===== src/rtl/fht_unload_pkg.sv =====
// fht_unload_pkg -- shared types and helpers for the FHT result unloader.
//   fetch_state_t : states of the row-fetch FSM in fht_unloader
//   NUM_BANKS     : number of result banks read in parallel per row
//   bit_rev()     : reverse the low `width` bits of a value
package fht_unload_pkg;

  localparam int NUM_BANKS = 4;

  typedef enum logic [2:0] {
    ST_IDLE,
    ST_FETCH,
    ST_WAIT,
    ST_STALL,
    ST_END
  } fetch_state_t;

  // Shift-based reversal keeps every index constant, so any width up to 32 works.
  function automatic logic [31:0] bit_rev(input logic [31:0] value, input int width);
    logic [31:0] src;
    logic [31:0] res;
    src = value;
    res = '0;
    for (int i = 0; i < 32; i++) begin
      if (i < width) begin
        res = {res[30:0], src[0]};
        src = {1'b0, src[31:1]};
      end
    end
    return res;
  endfunction

endpackage


===== src/rtl/fht_unload_rowbuf.sv =====
// fht_unload_rowbuf -- ping-pong pair of 4-word row buffers.
// A capture writes all four banks of one row into the buffer under the
// capture pointer; the emit side serializes the buffer under the emit pointer
// one word per valid/ready handshake, bank0 first.
// Ports:
//   clk, rst_n     clock, synchronous active-low reset
//   cap_en         write cap_data into the capture buffer (must be free)
//   cap_data       one row, element b = bank b
//   emit_ready     consumer ready
//   emit_valid     current emit buffer holds unsent words
//   emit_data      word at emit_bank of the emit buffer (0 when not valid)
//   emit_bank      bank index of the word being presented
//   emit_release   bank3 handshake this cycle: emit buffer is freed
//   full_cnt       number of buffers currently holding unsent data
module fht_unload_rowbuf
  import fht_unload_pkg::*;
#(
  parameter int D_BIT = 16
) (
  input  logic                              clk,
  input  logic                              rst_n,
  input  logic                              cap_en,
  input  logic [NUM_BANKS-1:0][D_BIT-1:0]   cap_data,
  input  logic                              emit_ready,
  output logic                              emit_valid,
  output logic [D_BIT-1:0]                  emit_data,
  output logic [1:0]                        emit_bank,
  output logic                              emit_release,
  output logic [1:0]                        full_cnt
);

  logic [D_BIT-1:0] row_mem [2][NUM_BANKS];
  logic [1:0]       full_reg;
  logic             wr_sel_reg;
  logic             rd_sel_reg;
  logic [1:0]       bank_reg;
  logic             hs;

  assign emit_valid   = full_reg[rd_sel_reg];
  assign hs           = emit_valid & emit_ready;
  assign emit_release = hs & (bank_reg == 2'(NUM_BANKS - 1));
  assign emit_bank    = bank_reg;
  assign emit_data    = emit_valid ? row_mem[rd_sel_reg][bank_reg] : '0;
  assign full_cnt     = {1'b0, full_reg[0]} + {1'b0, full_reg[1]};

  // Data words carry no reset; emit_data is gated by the valid flag instead.
  always_ff @(posedge clk) begin
    if (cap_en) begin
      for (int b = 0; b < NUM_BANKS; b++) begin
        row_mem[wr_sel_reg][b] <= cap_data[b];
      end
    end
  end

  // Capture and release never touch the same buffer in one cycle: the capture
  // target is always a free buffer, the released one is always full.
  always_ff @(posedge clk) begin
    if (!rst_n) begin
      full_reg   <= '0;
      wr_sel_reg <= 1'b0;
      rd_sel_reg <= 1'b0;
      bank_reg   <= '0;
    end else begin
      if (cap_en) begin
        full_reg[wr_sel_reg] <= 1'b1;
        wr_sel_reg           <= ~wr_sel_reg;
      end
      if (hs) begin
        bank_reg <= bank_reg + 2'd1;
      end
      if (emit_release) begin
        full_reg[rd_sel_reg] <= 1'b0;
        rd_sel_reg           <= ~rd_sel_reg;
      end
    end
  end

endmodule


===== src/rtl/fht_unloader.sv =====
// fht_unloader -- reads the four result banks of fht_top row by row and
// streams the samples out in natural order (index = 4*row + bank) on a
// valid/ready interface. Optional bit-reversed row addressing.
// Optional feature macro: FHT_UNLOAD_SCALE_EN (adds SCALE_SH and iSCALE:
// saturating left shift of each sample, applied at capture).
// Ports:
//   iCLK, iRESET     clock, synchronous active-low reset
//   iSTART           one-cycle pulse, starts a pass when idle
//   iBITREV          latched on start: 1 = address bitrev(row), 0 = row
//   iSCALE           (FHT_UNLOAD_SCALE_EN only) latched on start
//   oADDR_RD         row read address to all four banks
//   iDATA_0..3       bank read data, valid RD_LAT cycles after the address
//   oDATA, oVALID    output sample stream, held while iREADY=0
//   iREADY           consumer ready
//   oLAST            marks sample N-1
//   oBUSY            pass in progress
module fht_unloader
  import fht_unload_pkg::*;
#(
  parameter int D_BIT  = 16,
  parameter int A_BIT  = 8,
  parameter int RD_LAT = 2
`ifdef FHT_UNLOAD_SCALE_EN
  , parameter int SCALE_SH = 9
`endif
) (
  input  logic             iCLK,
  input  logic             iRESET,
  input  logic             iSTART,
  input  logic             iBITREV,
`ifdef FHT_UNLOAD_SCALE_EN
  input  logic             iSCALE,
`endif
  output logic [A_BIT-1:0] oADDR_RD,
  input  logic [D_BIT-1:0] iDATA_0,
  input  logic [D_BIT-1:0] iDATA_1,
  input  logic [D_BIT-1:0] iDATA_2,
  input  logic [D_BIT-1:0] iDATA_3,
  output logic [D_BIT-1:0] oDATA,
  output logic             oVALID,
  input  logic             iREADY,
  output logic             oLAST,
  output logic             oBUSY
);

  localparam int CW = (RD_LAT > 1) ? $clog2(RD_LAT) : 1;
  localparam logic [A_BIT-1:0] LAST_ROW = '1;

  fetch_state_t                   state_reg;
  fetch_state_t                   state_next;
  logic [A_BIT-1:0]               row_reg;
  logic [CW-1:0]                  wait_cnt_reg;
  logic                           bitrev_reg;
  logic                           cap_en;
  logic                           last_hs;
  logic [NUM_BANKS-1:0][D_BIT-1:0] ram_word;
  logic [NUM_BANKS-1:0][D_BIT-1:0] cap_word;
  logic                           emit_valid;
  logic [D_BIT-1:0]               emit_data;
  logic [1:0]                     emit_bank;
  logic                           emit_release;
  logic [1:0]                     full_cnt;

  assign ram_word = {iDATA_3, iDATA_2, iDATA_1, iDATA_0};

`ifdef FHT_UNLOAD_SCALE_EN
  localparam int WW = D_BIT + SCALE_SH;
  logic scale_reg;

  // The result fits when the bits above the D_BIT sign position all agree
  // with it; otherwise clamp towards the sign of the wide value.
  for (genvar gi = 0; gi < NUM_BANKS; gi++) begin : g_scale
    logic signed [WW-1:0] wide;
    assign wide = WW'($signed(ram_word[gi])) <<< SCALE_SH;
    assign cap_word[gi] = !scale_reg ? ram_word[gi] :
        ((&wide[WW-1:D_BIT-1]) || !(|wide[WW-1:D_BIT-1])) ? wide[D_BIT-1:0] :
        wide[WW-1] ? {1'b1, {(D_BIT-1){1'b0}}} : {1'b0, {(D_BIT-1){1'b1}}};
  end
`else
  assign cap_word = ram_word;
`endif

  fht_unload_rowbuf #(
    .D_BIT (D_BIT)
  ) u_rowbuf (
    .clk          (iCLK),
    .rst_n        (iRESET),
    .cap_en       (cap_en),
    .cap_data     (cap_word),
    .emit_ready   (iREADY),
    .emit_valid   (emit_valid),
    .emit_data    (emit_data),
    .emit_bank    (emit_bank),
    .emit_release (emit_release),
    .full_cnt     (full_cnt)
  );

  assign oVALID  = emit_valid;
  assign oDATA   = emit_data;
  assign last_hs = oLAST & iREADY;

  // State register
  always_ff @(posedge iCLK) begin
    if (!iRESET) begin
      state_reg <= ST_IDLE;
    end else begin
      state_reg <= state_next;
    end
  end

  // Next state. Only one fetch is ever outstanding, so at capture time at most
  // one buffer is full; another fetch may start right away if that buffer is
  // empty or is being released in this same cycle.
  always_comb begin
    state_next = state_reg;
    case (state_reg)
      ST_IDLE:  if (iSTART) state_next = ST_FETCH;
      ST_FETCH: state_next = ST_WAIT;
      ST_WAIT: begin
        if (cap_en) begin
          if (row_reg == LAST_ROW) begin
            state_next = ST_END;
          end else if (full_cnt == 2'd0 || (full_cnt == 2'd1 && emit_release)) begin
            state_next = ST_FETCH;
          end else begin
            state_next = ST_STALL;
          end
        end
      end
      ST_STALL: if (full_cnt != 2'd2 || emit_release) state_next = ST_FETCH;
      ST_END:   if (last_hs) state_next = ST_IDLE;
      default:  state_next = ST_IDLE;
    endcase
  end

  // Outputs. In END no further captures happen, so a single full buffer is
  // necessarily the final row.
  always_comb begin
    cap_en   = (state_reg == ST_WAIT) && (wait_cnt_reg == CW'(RD_LAT - 1));
    oBUSY    = (state_reg != ST_IDLE);
    oLAST    = emit_valid && (state_reg == ST_END) && (full_cnt == 2'd1) &&
               (emit_bank == 2'(NUM_BANKS - 1));
    oADDR_RD = bitrev_reg ? A_BIT'(bit_rev(32'(row_reg), A_BIT)) : row_reg;
  end

  // Row counter, read-latency counter and per-pass options
  always_ff @(posedge iCLK) begin
    if (!iRESET) begin
      row_reg      <= '0;
      wait_cnt_reg <= '0;
      bitrev_reg   <= 1'b0;
`ifdef FHT_UNLOAD_SCALE_EN
      scale_reg    <= 1'b0;
`endif
    end else begin
      if (state_reg == ST_IDLE && iSTART) begin
        row_reg    <= '0;
        bitrev_reg <= iBITREV;
`ifdef FHT_UNLOAD_SCALE_EN
        scale_reg  <= iSCALE;
`endif
      end
      if (state_reg == ST_FETCH) begin
        wait_cnt_reg <= '0;
      end else if (state_reg == ST_WAIT) begin
        wait_cnt_reg <= wait_cnt_reg + 1'b1;
      end
      if (cap_en) begin
        row_reg <= row_reg + 1'b1;
      end
    end
  end

endmodule

===== config.mk =====
export PLATFORM = sky130hd
export DESIGN_NAME = fht_unloader
export DESIGN_NICKNAME = d
export VERILOG_FILES = /design/src/rtl/fht_unload_pkg.sv /design/src/rtl/fht_unload_rowbuf.sv /design/src/rtl/fht_unloader.sv
export SDC_FILE = /design/constraint.sdc
export NUM_CORES = 1
export LEC_CHECK = 0
export BUFFER_PORTS_ARGS = -buffer_cell sky130_fd_sc_hd__buf_2
export CORE_ASPECT_RATIO = 1.75
export CORE_MARGIN = 8
export CORE_UTILIZATION = 56
export CTS_CLUSTER_DIAMETER = 100
export DETAILED_ROUTE_END_ITERATION = 7
export PLACE_DENSITY = 0.79
export SETUP_SLACK_MARGIN = 0.5
export SYNTH_ARGS = -nofsm -noshare
export SYNTH_HDL_FRONTEND = slang
export SYNTH_SLANG_ARGS = --single-unit

===== constraint.sdc =====
create_clock -name iCLK -period 6.2 [get_ports iCLK]
set_clock_uncertainty 0.2 [all_clocks]
set_input_delay 1.24 -clock iCLK [delete_from_list [all_inputs] [get_ports iCLK]]
set_output_delay 1.24 -clock iCLK [all_outputs]
set_load 0.02 [all_outputs]

; ---- After elaboration in Yosys (flattened, before gate mapping)
; Memories as Yosys holds them, arrays and structs flattened. A register that Yosys moved wholly into a read port is not among the register bits.
; Index checks and enable logic that the tools add are counted.
[word_totals]
register_bits = 19
latchBits = 0
mem_bits_rw = 128
mem_bits_ro = 0
word_cells = 83
n_memories = 1
[op_classes]
add_sub_neg = 4
multipliers = 0
div_mod_pow = 0
magnitude_cmp = 5
eq_ne = 12
n_shift = 0
mux = 27
n_bitwise = 10
n_reduce_logical = 16
[memory_table]
columns = memory, words, word_bits, rd, rd_clocked_by_memory_dff, write_ports, line
row1 = u_rowbuf.row_mem, 2, 64, 1, 1, 1, fht_unload_rowbuf.sv:32  ; logic [D_BIT-1:0] row_mem [2][NUM_BANKS];
[op_table]
columns = cell, n
row1 = two-way mux 16 bit, 3
row2 = binary-select mux 16 bit (select 2 bit), 1
row3 = two-way mux 8 bit, 3
row4 = two-way mux 3 bit, 5
row5 = one-hot mux 3 bit (5 select lines), 1
row6 = "!= test 2 bit, second input constant", 5
row7 = "adder 8 x 1 -> 8 bit, second input constant", 1
row8 = "equality test 8 bit, second input constant", 1
row9 = logical AND 1 bit, 8
row10 = two-way mux 1 bit, 8
row11 = two-way mux 2 bit, 4
row12 = "equality test 3 x 2 -> 1 bit, second input constant", 2
row13 = "less-than comparator 1 x 2 -> 1 bit, second input constant", 2
row14 = AND reduction 4 bit, 1
row15 = AND 1 bit, 3
row16 = "equality test 3 x 1 -> 1 bit, second input constant", 1
row17 = "equality test 3 bit, second input constant", 1
row18 = ">= comparator 3 bit, second input constant", 1
row19 = logical NOT 3 bit, 1
row20 = inverter 1 bit, 3
row21 = inverter 2 -> 3 bit, 1
row22 = nonzero test 3 bit, 1
row23 = adder 1 x 1 -> 2 bit, 1
row24 = "adder 2 x 1 -> 2 bit, second input constant", 1
row25 = other kinds (12), 15

; ---- Depth between registers and ports, before layout
; Gate-level depths: netlist of run 1.
[logic_depth]
ltp_word = 10
mapped_depth = 6
ltp_nobuf = 5

; ---- Cells and area by module
; Synthesis of run 1 repeated with hierarchy kept, for this count alone.
[hier_totals]
cells_unflattened = 397
area_unflattened_um2 = 6123.4
[modules_own_cells]
columns = mod, n_inst, cells_per_inst, area_each_um2, seq_area_each_um2
row1 = fht_unload_rowbuf, 1, 292, 5255.0, 3983.8
row2 = fht_unloader, 1, 105, 868.3, 260.2

; ---- Worst setup path before layout of run 1
; Ideal clock, no wire load.
[synth_path]
path_kind = reg-to-reg
start = reg state_reg[2]
end = reg u_rowbuf.full_reg[0]
setup_ns = 0.070
arrival_ns = 4.119
required_time_ns = 5.930
path_slack_ns = 1.811
stages_incl_launch_ff = 6
n_path_buf = 2
synth_period_minus_slack_ns = 4.389
cell_sequence = dfxtp_1 -> buf_4 -> nand4bb_1 -> clkbuf_1 -> nor2_1 -> o221a_2
[synth_between]
elab_chain_len = 6
[synth_rtl]
columns = item, line
row1 = start: declaration, fht_unloader.sv:49  ; fetch_state_t state_reg;
row2 = start signal: assignment, fht_unloader.sv:107  ; state_reg <= state_next;
row3 = equality test 3 x 2 -> 1 bit (*), fht_unloader.sv:139  ; cap_en = (state_reg == ST_WAIT) && (wait_cnt_reg == CW'(RD_LAT - 1));
row4 = logical AND 1 bit (*), fht_unloader.sv:139
row5 = two-way mux 2 bit (*), fht_unload_rowbuf.sv:64  ; if (cap_en) begin
row6 = two-way mux 2 bit (*), fht_unload_rowbuf.sv:58  ; if (!rst_n) begin
row7 = AND 2 bit (no source line), n/a
row8 = two-way mux 2 bit (*), fht_unload_rowbuf.sv:71  ; if (emit_release) begin
row9 = end signal: assignment, fht_unload_rowbuf.sv:59  ; full_reg <= '0;
row10 = end signal: indexed assignment, fht_unload_rowbuf.sv:65  ; full_reg[wr_sel_reg] <= 1'b1;
row11 = end signal: indexed assignment, fht_unload_rowbuf.sv:72  ; full_reg[rd_sel_reg] <= 1'b0;
row12 = end: declaration, fht_unload_rowbuf.sv:33  ; logic [1:0] full_reg;
; Mark *: on every way between the ends. The rest lies on a longest branch, timed or not. The select of a mux whose other input is x is not followed.
; A chain may end at the register's enable or synchronous reset.

==> results by group, run 1 <==
Worst setup path
  • Critical Path Fanout Max: 22
  • Worst r2r src: state_reg[1]
  • Slowest-stage cell, CP: mux4_2
  • Crit Path Category: register to output pin
  • Crit. End Element: output pin
  • Top Family by Delay on Critical Path: buffers and inverters
  • CP Data Arrival Time: 2.44 ns
  • Crit-path max cell delay: 0.57 ns
  • CP Buf/Inv Count: 2
  • CP Launch Type: register
  • WP data required: 4.76 ns
  • Critical path, cell by cell: buf_4 -> mux4_2 -> a22o_1 -> buf_2

Placed design
  • Dpl hpwl: 7680 µm
  • Placed cell area: 0.00653 mm²
  • IO Port Bufs: 95
  • Gpl congestion: 0.804

GRT
  • Overall routing resource usage: 0.171
  • Total gr overflow: 0
  • Vias in the first global route: 3690
  • Initial antenna violation count: 1
  • Largest net degree at the start of global routing: 66
  • First-pass GRT wire length: 18400 µm

Timing
  • Max-slew violations: 0
  • Slew HR: 0.345
  • Fin. Hold Viols: 0
  • Fmax: 258 MHz
  • Tcrit/Tclk final: 0.626
  • Slew @ Worst Pin: 0.980 ns
  • Final min period: 3.88 ns
  • RSZ-0062 raised after global routing: no
  • Setup TNS: 0 ns
  • Setup violations, final: 0
  • Min Hold Slack: 0.335 ns

Finish
  • Nets: 493
  • Fillers: 726
  • Area growth, synth to finish: 19.4%
  • Max reg flops: 128
  • Final instance area: 0.00711 mm²
  • Share of layout cells above drive strength 1: 0.420

Die
  • Die width: 93.9 µm
  • Die area: 0.0143 mm²
  • Die height: 152 µm
  • I/O Pins: 96
  • Core area: 0.0105 mm²
  • # rows: 50
  • Starting Density: 0.566

Detailed routing
  • Initial DRC count: 265
  • Antenna-violating nets left: 0
  • Pre-antenna DRT Iters: 4
  • Wire length per cell: 20.4 µm
  • Post-route DRC: 0
  • Total wire length: 11500 µm
  • Vias per cell: 5.77
  • Via count: 3252

Power and ir drop
  • Worst vdd ir: 0.287 mV
  • Pwr Total: 2140 µW
  • Pleak: 0.00250 µW
  • PwrDens: 300 mW/mm²

Clock tree
  • Max H-tree Level: 4
  • Setup Buffers After CTS: 0
  • Post-CTS sizing: 0
  • Clk Latency, worst-skew pair: 0.41 ns
  • TritonCTS Buffers: 17
  • TritonCTS Sinks: 148
  • CTS tree: yes
  • Reg clk slew, reported paths: 0.06 ns
  • Root Driver: clkbuf_16
  • Hold Buf Count CTS: 0
  • Maximum root-to-sink buffer count: 2

Synthesis
  • Syn avg cell area: 18.5 µm²
  • Top cells by count, synth: edfxtp_1 (128), mux4_2 (32), dfxtp_1 (20), a22o_1 (16)
  • Ys async rst share: 0
  • Netlist Area Pre-Place: 0.00595 mm²
  • Seq cells post-synth: 148
  • Seq/Total Area, Yosys: 0.713
  • Top cell type's share of synthesized area: 0.646
  • Syn nets: 395
  • Yosys warns: 0
  • Synth unique cells: 53
  • Synth Flop Type: edfxtp_1
  • Count leader, synth: edfxtp_1
  • Largest cells by area after synthesis: edfxtp_1 (65%), mux4_2 (12%), dfxtp_1 (6.7%), a22o_1 (2.4%), mux2_2 (1.3%)
  • Mapped Cells: 322
  • EDFF count, synth: 128
  • Area leader, netlist: edfxtp_1

Worst hold path
  • Hold Startpoint: row_reg[1]
  • Hold Path Class: register to register

Run
  • Maxcap violations: 0

Run status
  • Outcome: finished clean
[path summary, 6_finish.rpt]
check                      endpoint  slack [ns]  depth (start not counted)
max                        oDATA[4]        2.32                          4
min                      row_reg[1]        0.33                          2
max reg2reg  u_rowbuf.row_mem[0][6]        2.95                          3
min reg2reg              row_reg[1]        0.33                          2
[worst min-delay path, delay by kind of cell (launching register included)]
family             cells  cell delay (ns)
DFF                    1             0.35
AOI/OAI and AO/OA      1             0.06
and+or+nand+nor        1             0.08
[final cells by class]
class | count | area, µm² | area share
clock inverter | 15 | 149 | 0.0210
tap | 130 | 163 | 0.0229
antenna | 1 | 2.50 | 0.000352
multi-input combinational | 149 | 1600 | 0.225
timing repair buffer | 98 | 498 | 0.0701
sequential | 148 | 4250 | 0.598
clock buffer | 17 | 425 | 0.0599
inverter | 6 | 22.5 | 0.00317
[power by group]
| part | internal, µW | switching, µW |
|---|---|---|
| clock network | 564 | 417 |
| registers | 1090 | 8.69 |
| logic | 28.7 | 29.7 |
| total | 1680 | 455 |
[metrics by stage]
step | worst slack [ns] | cells | utilization
5_1_grt | 2.13 | 564 | 0.676
3_5_place_dp | 2.70 | 531 | 0.621
4_1_cts | 2.23 | 563 | 0.676
2_1_floorplan | 1.81 | 322 | -
3_3_place_gp | 2.70 | 531 | 0.621
6_report | 2.32 | 564 | 0.676
[per-layer routing]
| layer | GRT usage | vias to the layer above | wire length, µm |
|---|---|---|---|
| li1 | - | 1509 | - |
| met1 | 0.185 | 1613 | 4290 |
| met4 | 0.0760 | 0 | 169 |
| met3 | 0.0562 | 12 | 615 |
| met5 | 0 | - | 0 |
| met2 | 0.291 | 118 | 6440 |
[cells in the final DEF, fill, tap and decap left out, types with 6 or more instances in the layout]
master | netlist | final
a22o_1 | 16 | 16
and2_1 | 11 | 10
buf_2 | 4 | 95
clkbuf_16 | 0 | 17
dfxtp_1 | 20 | 18
edfxtp_1 | 128 | 128
mux2_2 | 7 | 7
mux4_2 | 32 | 32
nand2_1 | 11 | 11
nand3_1 | 6 | 6
[kinds of logic (layout without fill, tap and decap cells)]
logic type	Yosys count	in the layout	share of synthesized area
compound gates	41	41	0.0528
xor+xnor	2	2	0.00294
fa+ha+maj	4	4	0.00841
buf+inv	25	136	0.0200
flops	148	148	0.713
mux	44	44	0.143
other cells	0	1	0
simple gates	58	58	0.0601
Note: power is estimated with default switching activity, not from simulation.
==> run 2, diff against run 1 <==
--- a/config.mk
+++ b/config.mk
@@ -8,10 +8,10 @@
 export BUFFER_PORTS_ARGS = -buffer_cell sky130_fd_sc_hd__buf_2
 export CORE_ASPECT_RATIO = 1.75
 export CORE_MARGIN = 8
-export CORE_UTILIZATION = 56
+export CORE_UTILIZATION = 51
 export CTS_CLUSTER_DIAMETER = 100
 export DETAILED_ROUTE_END_ITERATION = 7
-export PLACE_DENSITY = 0.79
+export PLACE_DENSITY = 0.76
 export SETUP_SLACK_MARGIN = 0.5
 export SYNTH_ARGS = -nofsm -noshare
 export SYNTH_HDL_FRONTEND = slang
==> constraint.sdc (replaced) <==
create_clock -name iCLK -period 3.3 [get_ports iCLK]
set_clock_uncertainty 0.2 [all_clocks]
set_input_delay 0.66 -clock iCLK [delete_from_list [all_inputs] [get_ports iCLK]]
set_output_delay 0.66 -clock iCLK [all_outputs]
set_load 0.02 [all_outputs]
==> results by group, run 2 (synthesis results as in run 1) <==
Finish
  • Fillers: 789
  • Share of layout cells above drive strength 1: 0.440
  • Antenna cells: 0
  • Most frequent cells in the layout: edfxtp_1 (128), buf_2 (81), mux4_2 (32)
  • Area growth, synth to finish: 24.9%
  • Fin cells: 580
  • Nets: 505
  • Most common cell after layout, fill and taps aside: edfxtp_1
  • Max reg flops: 128
  • Final core occ: 0.649

Die
  • Starting Density: 0.520
  • # rows: 52
  • I/O Pins: 96
  • Core area: 0.0115 mm²
  • Die area: 0.0155 mm²
  • Die width: 97.7 µm
  • Die height: 159 µm

Placed design
  • IO Port Bufs: 95
  • Gpl congestion: 0.805
  • Dpl hpwl: 7690 µm
  • Post-placement cell count: 540
  • Pre-CTS setup slack: 0.708 ns

Clock tree
  • Maximum root-to-sink buffer count: 2
  • CTS tree: yes
  • TritonCTS Buffers: 17
  • Clk Latency, worst-skew pair: 0.41 ns
  • Hold Buf Count CTS: 0
  • TritonCTS Sinks: 148
  • Root Driver: clkbuf_16
  • Max H-tree Level: 4
  • Reg clk slew, reported paths: 0.07 ns

Power and ir drop
  • Pwr Total: 3980 µW
  • PwrDens: 536 mW/mm²
  • Pleak: 0.00261 µW
  • Worst vdd ir: 0.487 mV

Timing
  • Tcrit/Tclk final: 0.849
  • Slew HR: 0.685
  • Final min period: 2.80 ns
  • Fmax: 357 MHz
  • Setup TNS: 0 ns
  • Setup ws final: 0.498 ns
  • Slew @ Worst Pin: 0.471 ns
  • Max-slew violations: 0
  • Fin. Hold Viols: 0
  • Setup violations, final: 0
  • RSZ-0062 raised after global routing: yes

Worst setup path
  • Critical Path Fanout Max: 8
  • FF-to-FF path depth: 3
  • CP Data Arrival Time: 1.94 ns
  • CP Launch Type: register
  • Crit. End Element: output pin
  • Crit Path Category: register to output pin
  • WP data required: 2.44 ns

GRT
  • Overall routing resource usage: 0.161
  • First-pass GRT wire length: 19300 µm
  • Initial antenna violation count: 0
  • Vias in the first global route: 3737
  • Largest net degree at the start of global routing: 67
  • Total gr overflow: 0

Detailed routing
  • Total wire length: 12500 µm
  • Vias per cell: 5.79
  • Initial DRC count: 206
  • Via count: 3357
  • Antenna-violating nets left: 0
  • Pre-antenna DRT Iters: 4
  • Wire length per cell: 21.5 µm
  • Post-route DRC: 0

Worst hold path
  • Hold Path Class: input pin to register
  • Hold Path Cell Cnt: 1

Run
  • Maxcap violations: 0

Run status
  • Outcome: finished clean
-- run 2: cell types whose count changed in the layout (fill, tap and decap cells not counted), sizes merged --
cell,before,now
buf,98,109
clkinvlp,3,1
inv,13,15
bufinv,1,0
clkbuf,17,18
clkinv,4,5
diode,1,0
-- run 2: report_power, final --
group / internal, µW / leakage [µW] / total [µW] / switching [µW]
Combinational: 58.6 / 0.00102 / 116 / 57.7
Clock: 997 / 0.000276 / 1810 / 814
Sequential: 2040 / 0.00131 / 2060 / 15.5
Total: 3100 / 0.00261 / 3980 / 887
-- run 2: critical path, cell delays in order, from the launching register on --
cell	delay, ns
dfxtp_4	0.44
buf_12	0.17
mux4_2	0.53
a22o_1	0.23
buf_4	0.16
-- run 2: worst paths after layout --
kind	from	endpoint	slack, ns
max reg2reg	state_reg[1]	u_rowbuf.row_mem[1][31]	1.17
max	register	oDATA[4]	0.50
min reg2reg	row_reg[1]	row_reg[1]	0.34
min	iDATA_1[11]	u_rowbuf.row_mem[1][43]	0.23
-- run 2: timing repair --
item                       4_1_cts  5_1_grt
setup endpoints to repair       17       16
resized for setup               12       25
gates cloned                     2        1
buffers inserted                 3        2
pin swaps                        3       12
-- run 2: metal layers --
metal	global-route usage	share of wire	wire, µm
met5	0	0	0
met4	0.0832	0.033	413
met3	0.0500	0.056	700
met2	0.272	0.53	6660
met1	0.178	0.38	4700
-- run 2: final cells by class --
type | instances | area, µm² | area share
clock buffers | 17 | 425 | 0.0572
clock inverters | 15 | 138 | 0.0185
inverters | 6 | 25.0 | 0.00337
multi-input cells | 149 | 1620 | 0.218
flip-flops and latches | 148 | 4260 | 0.572
well taps | 135 | 169 | 0.0227
repair buffers | 110 | 805 | 0.108
-- run 2: stage by stage --
step	hold WS, ns	instance area (µm²)
after detailed placement	0.319	6620
after floorplan	0.269	5960
after global placement	0.300	6620
after CTS	0.212	7320
after global routing	0.211	7430
final	0.227	7430
==> run 3, diff against run 2 <==
--- a/config.mk
+++ b/config.mk
@@ -8,10 +8,10 @@
 export BUFFER_PORTS_ARGS = -buffer_cell sky130_fd_sc_hd__buf_2
 export CORE_ASPECT_RATIO = 1.75
 export CORE_MARGIN = 8
-export CORE_UTILIZATION = 51
+export CORE_UTILIZATION = 56
 export CTS_CLUSTER_DIAMETER = 100
 export DETAILED_ROUTE_END_ITERATION = 7
-export PLACE_DENSITY = 0.76
+export PLACE_DENSITY = 0.79
 export SETUP_SLACK_MARGIN = 0.5
 export SYNTH_ARGS = -nofsm -noshare
 export SYNTH_HDL_FRONTEND = slang
==> constraint.sdc (replaced) <==
create_clock -name iCLK -period 2.6 [get_ports iCLK]
set_clock_uncertainty 0.2 [all_clocks]
set_input_delay 0.52 -clock iCLK [delete_from_list [all_inputs] [get_ports iCLK]]
set_output_delay 0.52 -clock iCLK [all_outputs]
set_load 0.02 [all_outputs]
==> results by group, run 3 (synthesis results as in run 1) <==
Run status
  • Outcome: finished with violations
  • Failing checks: setup timing

Finish
  • Fillers: 595
  • Multi-input gate area: 0.00177 mm²
  • Most common cell after layout, fill and taps aside: edfxtp_1
  • Nets: 513
  • Final instance area: 0.00776 mm²
  • Max reg flops: 128
  • Most frequent cells in the layout: edfxtp_1 (128), buf_2 (77), mux4_2 (32)
  • Area growth, synth to finish: 30.4%
  • Share of layout cells above drive strength 1: 0.501
  • Fin cells: 585
  • Reg area: 0.00427 mm²

Power and ir drop
  • Worst vdd ir: 0.504 mV
  • PwrDens: 676 mW/mm²
  • Seq pwr share: 0.496
  • Pwr Total: 5250 µW
  • Switching Share: 0.201
  • Switching Power: 1060 µW
  • Pleak: 0.00278 µW
  • P_int: 4190 µW
  • Clock power frac: 0.471
  • Comb pwr share: 0.033

Die
  • Die width: 93.9 µm
  • Die height: 152 µm
  • I/O Pins: 96
  • Die area: 0.0143 mm²
  • Starting Density: 0.566
  • Core area: 0.0105 mm²
  • # rows: 50

Detailed routing
  • Vias per cell: 5.92
  • Post-route DRC: 0
  • Antenna-violating nets left: 0
  • Initial DRC count: 189
  • Pre-antenna DRT Iters: 4
  • Total wire length: 13900 µm
  • Via count: 3465
  • Wire length per cell: 23.8 µm

Worst setup path
  • CP Data Arrival Time: 1.98 ns
  • WP data required: 1.88 ns
  • Crit Path Category: register to output pin
  • Crit. End Element: output pin
  • Critical Path Fanout Max: 5
  • CP Launch Type: register
  • FF-to-FF path depth: 5

Placed design
  • Placed cell area: 0.00674 mm²
  • Post-placement cell count: 537
  • IO Port Bufs: 95
  • Dpl hpwl: 8120 µm
  • Gpl congestion: 0.859

Timing
  • Setup ws final: -0.103 ns
  • Final min period: 2.70 ns
  • Slew HR: 0.759
  • Min Hold Slack: 0.0963 ns
  • Fin. Hold Viols: 0
  • Slew @ Worst Pin: 0.360 ns
  • Tcrit/Tclk final: 1.04
  • Setup violations, final: 16
  • Fmax: 370 MHz
  • RSZ-0062 raised after global routing: yes
  • Max-slew violations: 0

GRT
  • Overall routing resource usage: 0.201
  • Vias in the first global route: 3729
  • Total gr overflow: 0
  • Largest net degree at the start of global routing: 67
  • Initial antenna violation count: 2
  • First-pass GRT wire length: 21000 µm

Clock tree
  • Root Driver: clkbuf_16
  • TritonCTS Buffers: 17
  • Clk Latency, worst-skew pair: 0.41 ns
  • Reg clk slew, reported paths: 0.06 ns
  • Maximum root-to-sink buffer count: 2
  • TritonCTS Sinks: 148
  • Max H-tree Level: 4
  • CTS tree: yes

Run
  • Maxcap violations: 0

Worst hold path
  • Hold Path Cell Cnt: 1
  • Hold Path Class: input pin to register
run 3: changes by cell type in the layout (fill, tap and decap cells not counted), moves of 5 or more:
cell	previous run	this run
a22o_4	0	14
dfxtp_1	17	11
inv_8	5	0
buf_4	7	13
a22o_1	16	2
run 3: layer usage:
metal | wire length, µm | track usage | up-vias | part of all wire
li1 | - | - | 1553 | -
met1 | 4860 | 0.216 | 1760 | 0.35
met2 | 7980 | 0.356 | 133 | 0.57
met3 | 801 | 0.0493 | 19 | 0.057
met4 | 305 | 0.0913 | 0 | 0.022
met5 | 0 | 0 | - | 0
run 3: final timing paths:
check	slack (ns)	endpoint	from
max reg2reg	0.61	state_reg[2]	row_reg[1]
min	0.1	u_rowbuf.row_mem[0][56]	iDATA_0[8]
min reg2reg	0.32	row_reg[1]	row_reg[1]
max	-0.10	oDATA[11]	register
run 3: layout make-up:
| class | count | area share |
|---|---|---|
| flip-flops and latches | 148 | 0.550 |
| multi-input cells | 149 | 0.227 |
| repair buffers | 118 | 0.120 |
| clock buffers | 17 | 0.0548 |
| clock inverters | 15 | 0.0232 |
| well taps | 130 | 0.0210 |
| inverters | 6 | 0.00290 |
| diodes | 2 | 0.000645 |
run 3: repair_timing:
item,in CTS,in global routing
cloned,5,0
hold endpoints to repair,0,0
setup endpoints to repair,26,20
setup buffers,4,5
hold buffers,0,0
pin swaps,11,4
resized for setup,58,5
run 3: worst max-delay path: stages, from the launching register on:
cell     delay, ns
dfxtp_4       0.38
buf_12        0.14
buf_16        0.13
mux4_2        0.52
a22o_4        0.26
buf_6         0.13
run 3: metrics by stage:
| stage | utilization | setup slack (ns) | TNS [ns] |
|---|---|---|---|
| CTS | 0.733 | -0.0803 | -1.05 |
| floorplan | - | 0.180 | 0 |
| global route | 0.739 | -0.164 | -2.00 |
| global placement | 0.642 | 0.346 | 0 |
| detailed placement | 0.642 | 0.338 | 0 |
| finish | 0.739 | -0.103 | -1.11 |
run 3: power by group through the flow:
stage	clock network (µW)	registers, µW	logic, µW
finish	2470	2600	175
global route	2580	2610	188
CTS	2480	2600	163
detailed placement	0	2660	154
global placement	0	2660	146
floorplan	0	2650	76.0
